==> src/rtl/sha_host_sequencer.sv <==
// Host-side initiator for the SHA-256 core: loads a byte stream into the message SRAM,
// pulses go with the length, waits for finish, then streams the digest words back out.
module sha_host_sequencer #(
    parameter int unsigned MAX_MESSAGE_LENGTH = 55,
    parameter int unsigned OUTPUT_LENGTH      = 8,
    parameter int unsigned TIMEOUT_CYCLES     = 255,
    localparam int unsigned LW = $clog2(MAX_MESSAGE_LENGTH),
    localparam int unsigned OW = $clog2(OUTPUT_LENGTH)
) (
    input  logic          clk,
    input  logic          reset,
    input  logic          in_valid,
    output logic          in_ready,
    input  logic [7:0]    in_data,
    input  logic          in_last,
    output logic [LW-1:0] host__msg__address,
    output logic          host__msg__enable,
    output logic          host__msg__write,
    output logic [7:0]    host__msg__data,
    output logic          xxx__dut__go,
    output logic [LW:0]   xxx__dut__msg_length,
    input  logic          dut__xxx__finish,
    output logic [OW-1:0] host__dom__address,
    output logic          host__dom__enable,
    output logic          host__dom__write,
    input  logic [31:0]   dom__host__data,
    output logic          out_valid,
    input  logic          out_ready,
    output logic [31:0]   out_data,
    output logic          out_last,
    output logic          busy,
    output logic          err_overflow,
    output logic          err_timeout
);
    localparam int unsigned CW = LW + 1;
    localparam int unsigned TW = $clog2(TIMEOUT_CYCLES + 1);

    typedef enum logic [2:0] {
        S_IDLE   = 3'd0,
        S_LOAD   = 3'd1,
        S_GO     = 3'd2,
        S_WAIT   = 3'd3,
        S_RD_REQ = 3'd4,
        S_RD_CAP = 3'd5,
        S_HOLD   = 3'd6
    } state_t;

    state_t        r_state;
    state_t        w_state_nxt;

    logic [CW-1:0] r_count;
    logic [TW-1:0] r_wdog;
    logic [OW-1:0] r_widx;

    logic          r_go;
    logic [CW-1:0] r_msg_length;
    logic          r_out_valid;
    logic [31:0]   r_out_data;
    logic          r_out_last;
    logic          r_err_overflow;
    logic          r_err_timeout;

    logic          w_in_ready;
    logic          w_accept;
    logic [CW-1:0] w_count_inc;
    logic          w_full;
    logic          w_end_msg;
    logic          w_finish;
    logic          w_timeout;
    logic          w_last_word;
    logic          w_handshake;

    assign w_accept    = in_valid && w_in_ready;
    assign w_count_inc = r_count + CW'(1);
    assign w_full      = (w_count_inc == CW'(MAX_MESSAGE_LENGTH));
    // A message ends on its last byte, or when it fills the SRAM without one
    assign w_end_msg   = w_accept && (in_last || w_full);
    assign w_finish    = (r_state == S_WAIT) && dut__xxx__finish;
    assign w_timeout   = (r_state == S_WAIT) && !dut__xxx__finish
                         && (r_wdog == TW'(TIMEOUT_CYCLES - 1));
    assign w_last_word = (r_widx == OW'(OUTPUT_LENGTH - 1));
    assign w_handshake = (r_state == S_HOLD) && out_ready;

    // State register
    always_ff @(posedge clk or negedge reset) begin
        if (!reset) begin
            r_state <= S_IDLE;
        end else begin
            r_state <= w_state_nxt;
        end
    end

    // Next-state logic
    always_comb begin
        w_state_nxt = r_state;
        unique case (r_state)
            S_IDLE, S_LOAD: begin
                if (w_end_msg) begin
                    w_state_nxt = S_GO;
                end else if (w_accept) begin
                    w_state_nxt = S_LOAD;
                end
            end
            S_GO: begin
                w_state_nxt = S_WAIT;
            end
            S_WAIT: begin
                if (w_finish) begin
                    w_state_nxt = S_RD_REQ;
                end else if (w_timeout) begin
                    w_state_nxt = S_IDLE;
                end
            end
            S_RD_REQ: begin
                w_state_nxt = S_RD_CAP;
            end
            S_RD_CAP: begin
                w_state_nxt = S_HOLD;
            end
            S_HOLD: begin
                if (out_ready) begin
                    w_state_nxt = w_last_word ? S_IDLE : S_RD_REQ;
                end
            end
            default: begin
                w_state_nxt = S_IDLE;
            end
        endcase
    end

    // State-decoded combinational outputs
    always_comb begin
        w_in_ready         = 1'b0;
        busy               = 1'b1;
        host__dom__enable  = 1'b0;
        host__dom__address = '0;
        unique case (r_state)
            S_IDLE: begin
                w_in_ready = 1'b1;
                busy       = 1'b0;
            end
            S_LOAD: begin
                w_in_ready = 1'b1;
            end
            S_RD_REQ: begin
                host__dom__enable  = 1'b1;
                host__dom__address = r_widx;
            end
            default: begin
            end
        endcase
    end

    // Counters and registered outputs
    always_ff @(posedge clk or negedge reset) begin
        if (!reset) begin
            r_count        <= '0;
            r_wdog         <= '0;
            r_widx         <= '0;
            r_go           <= 1'b0;
            r_msg_length   <= '0;
            r_out_valid    <= 1'b0;
            r_out_data     <= '0;
            r_out_last     <= 1'b0;
            r_err_overflow <= 1'b0;
            r_err_timeout  <= 1'b0;
        end else begin
            if (w_end_msg) begin
                r_count <= '0;
            end else if (w_accept) begin
                r_count <= w_count_inc;
            end

            // Length stays put after go; the core compares against it while hashing
            r_go <= w_end_msg;
            if (w_end_msg) begin
                r_msg_length <= w_count_inc;
            end

            if (r_state == S_GO) begin
                r_wdog <= '0;
            end else if ((r_state == S_WAIT) && !dut__xxx__finish
                         && (r_wdog != TW'(TIMEOUT_CYCLES))) begin
                r_wdog <= r_wdog + TW'(1);
            end

            if (w_accept && w_full && !in_last) begin
                r_err_overflow <= 1'b1;
            end else if (w_accept && (r_state == S_IDLE)) begin
                r_err_overflow <= 1'b0;
            end

            if (w_timeout) begin
                r_err_timeout <= 1'b1;
            end else if (w_accept && (r_state == S_IDLE)) begin
                r_err_timeout <= 1'b0;
            end

            if (w_finish) begin
                r_widx <= '0;
            end else if (w_handshake && !w_last_word) begin
                r_widx <= r_widx + OW'(1);
            end

            if (r_state == S_RD_CAP) begin
                r_out_valid <= 1'b1;
                r_out_data  <= dom__host__data;
                r_out_last  <= w_last_word;
            end else if (w_handshake) begin
                r_out_valid <= 1'b0;
                r_out_last  <= 1'b0;
            end
        end
    end

    assign in_ready             = w_in_ready;
    assign host__msg__enable    = w_accept;
    assign host__msg__write     = w_accept;
    assign host__msg__address   = r_count[LW-1:0];
    assign host__msg__data      = in_data;
    assign host__dom__write     = 1'b0;
    assign xxx__dut__go         = r_go;
    assign xxx__dut__msg_length = r_msg_length;
    assign out_valid            = r_out_valid;
    assign out_data             = r_out_data;
    assign out_last             = r_out_last;
    assign err_overflow         = r_err_overflow;
    assign err_timeout          = r_err_timeout;

endmodule

==> config.mk <==
export PLATFORM = sky130hd
export DESIGN_NAME = sha_host_sequencer
export DESIGN_NICKNAME = d
export VERILOG_FILES = /design/src/rtl/sha_host_sequencer.sv
export SDC_FILE = /design/constraint.sdc
export NUM_CORES = 1
export LEC_CHECK = 0
export ABC_CLOCK_PERIOD_IN_PS = 2200
export CAP_MARGIN = 25
export CORE_MARGIN = 2
export CORE_UTILIZATION = 45
export DETAILED_ROUTE_END_ITERATION = 6
export PLACE_DENSITY = 0.83
export SLEW_MARGIN = 0
export SYNTH_ARGS = -nofsm -noshare
export SYNTH_HDL_FRONTEND = slang
export SYNTH_SLANG_ARGS = --single-unit
==> constraint.sdc <==
create_clock -name clk -period 2.2 [get_ports clk]
set_input_delay 0.44 -clock clk [delete_from_list [all_inputs] [get_ports clk]]
set_output_delay 0.44 -clock clk [all_outputs]
set_load 0.03 [all_outputs]
==> reports/metrics.cfg <==
[sta]
report.final.slew_viol_count=0
fin_skew_ns=0.006067
finalSetupViolations=0
fin_crit_sh=0.9629
worst_slack_ns=0.08171
maxSlewHeadroom=0.6272
timing_worst_slew_pin_value_ns=0.5549
unrepaired_setup_endpoints_after_global_routing=false
fin_crit_ns=2.118
timing.setup.tns_ns=0
fmax_mhz=472.1
final-hold-violation-count=0

[logic_synthesis]
synth_seq_area_share=0.5289
synth_top_area_share=0.5289
synth_nets=316
synthDistinctLibCells=45
synth-warning-count=0
syn-cell-area_mm2=0.003075
synth_async_sr_flop_share=1.000
synth_flop_type=sky130_fd_sc_hd__dfrtp_1
synth_top_cell_by_area=sky130_fd_sc_hd__dfrtp_1
ys_seq_elements=65
largest_cells_by_area_after_synthesis=sky130_fd_sc_hd__dfrtp_1, sky130_fd_sc_hd__mux2_2, sky130_fd_sc_hd__buf_4
postSynthCellCount=264
postSynthAreaPerCell_um2=11.65
synth_edf_count=0

[run_status]
outcome=complete, no violations

[placed_design]
io_buffers=95
post-place-ws_ns=0.1319
routabilityCongestion=0.8620
hpwlAfterDp_mm=5.030

[layout]
layout_stage_area_growth_over_the_synthesis_result_pct=39.95
drive_above_1_share=0.2094
multi_input_comb_area_mm2=0.001265
num_antenna_cells=0
final_nets=410
register_area_mm2=0.001628
filler_cell_count=542

[routing]
viasPerCell=5.280
detail_route.wirelength_mm=6.892
detailedRoute.firstIterationViolations=116
route.antenna.remaining_nets=0
routed_wire_length_per_instance_um=15.56
dr.pass1.iters=4
vias=2339
drc_violations_left=0

[critical_path]
timing.critical_path.slowest_cell_delay_ns=0.48
signal_arrival_time_at_the_worst_endpoint_ns=1.68
worst-setup-path-type=register to output port
cp_top_family=flip-flops
critical_path_peak_fanout=8
timing.critical_path.slowest_stage_cell=sky130_fd_sc_hd__dfrtp_1
critical_path_buf_inv_count=1
crit_start=r_state[1]
reg2reg_from=r_count[0]
critical_path.endpoint_type=output port
path_cells=nor3_2 -> and2_1 -> dlygate4sd2_1
worst-endpoint-required_ns=1.76
setup.worst_path.start_class=register

[grt]
grt_antenna_before_repair=0
global_route.usage.total=0.1956
grt-ovfl-total=0
grt_max_degree=43
vias_in_the_first_global_route=2465
grt_pass1_wl_mm=11.23

[clocking]
clock_latency_on_the_worst_skew_pair_ns=0.34
clkSinkCount=65
numCtsBuffers=9
ctsHtreeMaxLevel=3
cts.root.buffer_cell=sky130_fd_sc_hd__clkbuf_8
maximum_count_of_clock_buffers_along_a_single_path=2
cts.hold.buffers_added=0
worst_setup_hold_path_clk_slew_ns=0.07
cts_tree=yes

[power]
power.leakage_nw=1.900
cellPowerDensity_mw_per_mm2=1486
worst_ir_drop_vdd_uv=783.5

[die]
placementRows=30
fp.coreArea_mm2=0.006719
floorplan.die.height_um=86.67
initial_utilization=0.4577
num_io_pins=113
chipWidth_um=86.67
die-area_mm2=0.007512

[min_path]
min_path_type=primary input to async pin

[run]
cap_violations=0

-- layer usage --
layer,vias to the layer above,share of wire,global-route usage
met2,90,0.52,0.3406
met5,-,0,0
met4,0,0.018,0.08381
met1,1135,0.40,0.2151
li1,1103,-,-
met3,11,0.067,0.06952
-- synthesized netlist by cell type, types with 3 or more instances --
| master | number |
|---|---|
| sky130_fd_sc_hd__dfrtp_1 | 65 |
| sky130_fd_sc_hd__mux2_2 | 37 |
| sky130_fd_sc_hd__buf_4 | 16 |
| sky130_fd_sc_hd__nor2_1 | 15 |
| sky130_fd_sc_hd__nand2_1 | 14 |
| sky130_fd_sc_hd__o21ai_0 | 12 |
| sky130_fd_sc_hd__nor3_1 | 9 |
| sky130_fd_sc_hd__inv_1 | 8 |
| sky130_fd_sc_hd__a21oi_1 | 7 |
| sky130_fd_sc_hd__ha_1 | 6 |
| sky130_fd_sc_hd__nand3_1 | 6 |
| sky130_fd_sc_hd__xnor2_1 | 6 |
| sky130_fd_sc_hd__xor2_1 | 5 |
| sky130_fd_sc_hd__and2_1 | 4 |
| sky130_fd_sc_hd__and3_1 | 4 |
| sky130_fd_sc_hd__clkbuf_1 | 4 |
| sky130_fd_sc_hd__mux2i_1 | 4 |
| sky130_fd_sc_hd__nand2b_1 | 4 |
| sky130_fd_sc_hd__buf_2 | 3 |
-- flip-flops by register name, summed over array words and instances, names as in the netlist --
register,flops
r_widx,3
out_last,1
r_state,3
r_count,7
r_wdog,8
out_valid,1
err_timeout,1
xxx__dut__go,1
err_overflow,1
xxx__dut__msg_length,7
out_data,32
-- power breakdown --
part	switching (W)	internal [W]	total (W)
logic	0.00180	0.00150	0.00330
clock network	0.000459	0.000649	0.00111
registers	0.000306	0.00168	0.00199
total	0.00257	0.00383	0.00640
-- placed cells by master, fill, tap and decap left out, types with 2 or more instances in the layout --
cell                              Yosys  layout
sky130_fd_sc_hd__o2bb2ai_1            2       2
sky130_fd_sc_hd__clkdlybuf4s50_1      0      86
sky130_fd_sc_hd__o21ai_1              2       2
sky130_fd_sc_hd__a211o_1              2       2
sky130_fd_sc_hd__dlygate4sd2_1        0       6
sky130_fd_sc_hd__mux2_2              37      37
sky130_fd_sc_hd__nand3_1              6       6
sky130_fd_sc_hd__dfrtp_1             65      64
sky130_fd_sc_hd__and3_1               4       4
sky130_fd_sc_hd__nand2b_1             4       4
sky130_fd_sc_hd__buf_12               0       2
sky130_fd_sc_hd__buf_4               16      13
sky130_fd_sc_hd__nand4_1              2       2
sky130_fd_sc_hd__o31ai_1              2       2
sky130_fd_sc_hd__clkbuf_8             0      13
sky130_fd_sc_hd__ha_1                 6       5
sky130_fd_sc_hd__nand2_1             14      14
sky130_fd_sc_hd__nor3_1               9       8
sky130_fd_sc_hd__o21ai_0             12      12
sky130_fd_sc_hd__or3_1                2       2
sky130_fd_sc_hd__xnor2_1              6       6
sky130_fd_sc_hd__inv_1                8       8
sky130_fd_sc_hd__xor2_1               5       5
sky130_fd_sc_hd__nor2_1              15      14
sky130_fd_sc_hd__and2_1               4       4
sky130_fd_sc_hd__and4_1               2       2
sky130_fd_sc_hd__nor2b_1              2       2
sky130_fd_sc_hd__a21oi_1              7       7
sky130_fd_sc_hd__mux2i_1              4       4
-- path summary, 6_finish.rpt --
kind                       depth (start not counted)                 endpoint  slack (ns)
setup / recovery                                   3    host__dom__address[2]        0.08
hold / removal                                     1                r_widx[0]        0.09
setup reg to reg                                   8  xxx__dut__msg_length[3]        0.17
hold reg to reg                                    1  xxx__dut__msg_length[6]        0.51
max in group asynchronous                          2               r_count[1]        1.50
min in group clk                                   1  xxx__dut__msg_length[6]        0.51
-- logic make-up after synthesis --
family / count (synthesis) / share of synthesized area
mux: 41 / 0.1485
compound gates: 37 / 0.08056
flops: 65 / 0.5289
fa+ha+maj: 6 / 0.02441
other cells: 1 / 0.001219
buf+inv: 33 / 0.06591
xor+xnor: 11 / 0.03133
simple gates: 70 / 0.1192
-- per-stage QoR --
step / area [um2] / instances / hold slack [ns] / utilization / power [W]
6_report: 4304 / 443 / 0.08608 / 0.6406 / 0.006397
5_1_grt: 4304 / 443 / 0.1213 / 0.6406 / 0.006764
4_1_cts: 4292 / 443 / 0.09172 / 0.6387 / 0.006446
3_5_place_dp: 4074 / 427 / 0.4591 / 0.6063 / 0.005336
3_3_place_gp: 4074 / 427 / 0.4536 / 0.6063 / 0.005240
2_1_floorplan: 3083 / 264 / 0.1444 / - / 0.004051
-- repair_timing --
action | in CTS | in global routing
setup buffers | 0 | 0
resized for setup | 6 | 3
endpoints found under the setup margin | 6 | 6
-- cell type report --
cell class	count	area share
clock inverter	3	0.01076
inverter	8	0.006977
timing repair buffer	108	0.2453
sequential	65	0.3782
multi-input combinational	166	0.2939
tap	80	0.02326
clock buffer	13	0.04157
Power figures use the tool's default switching activity.
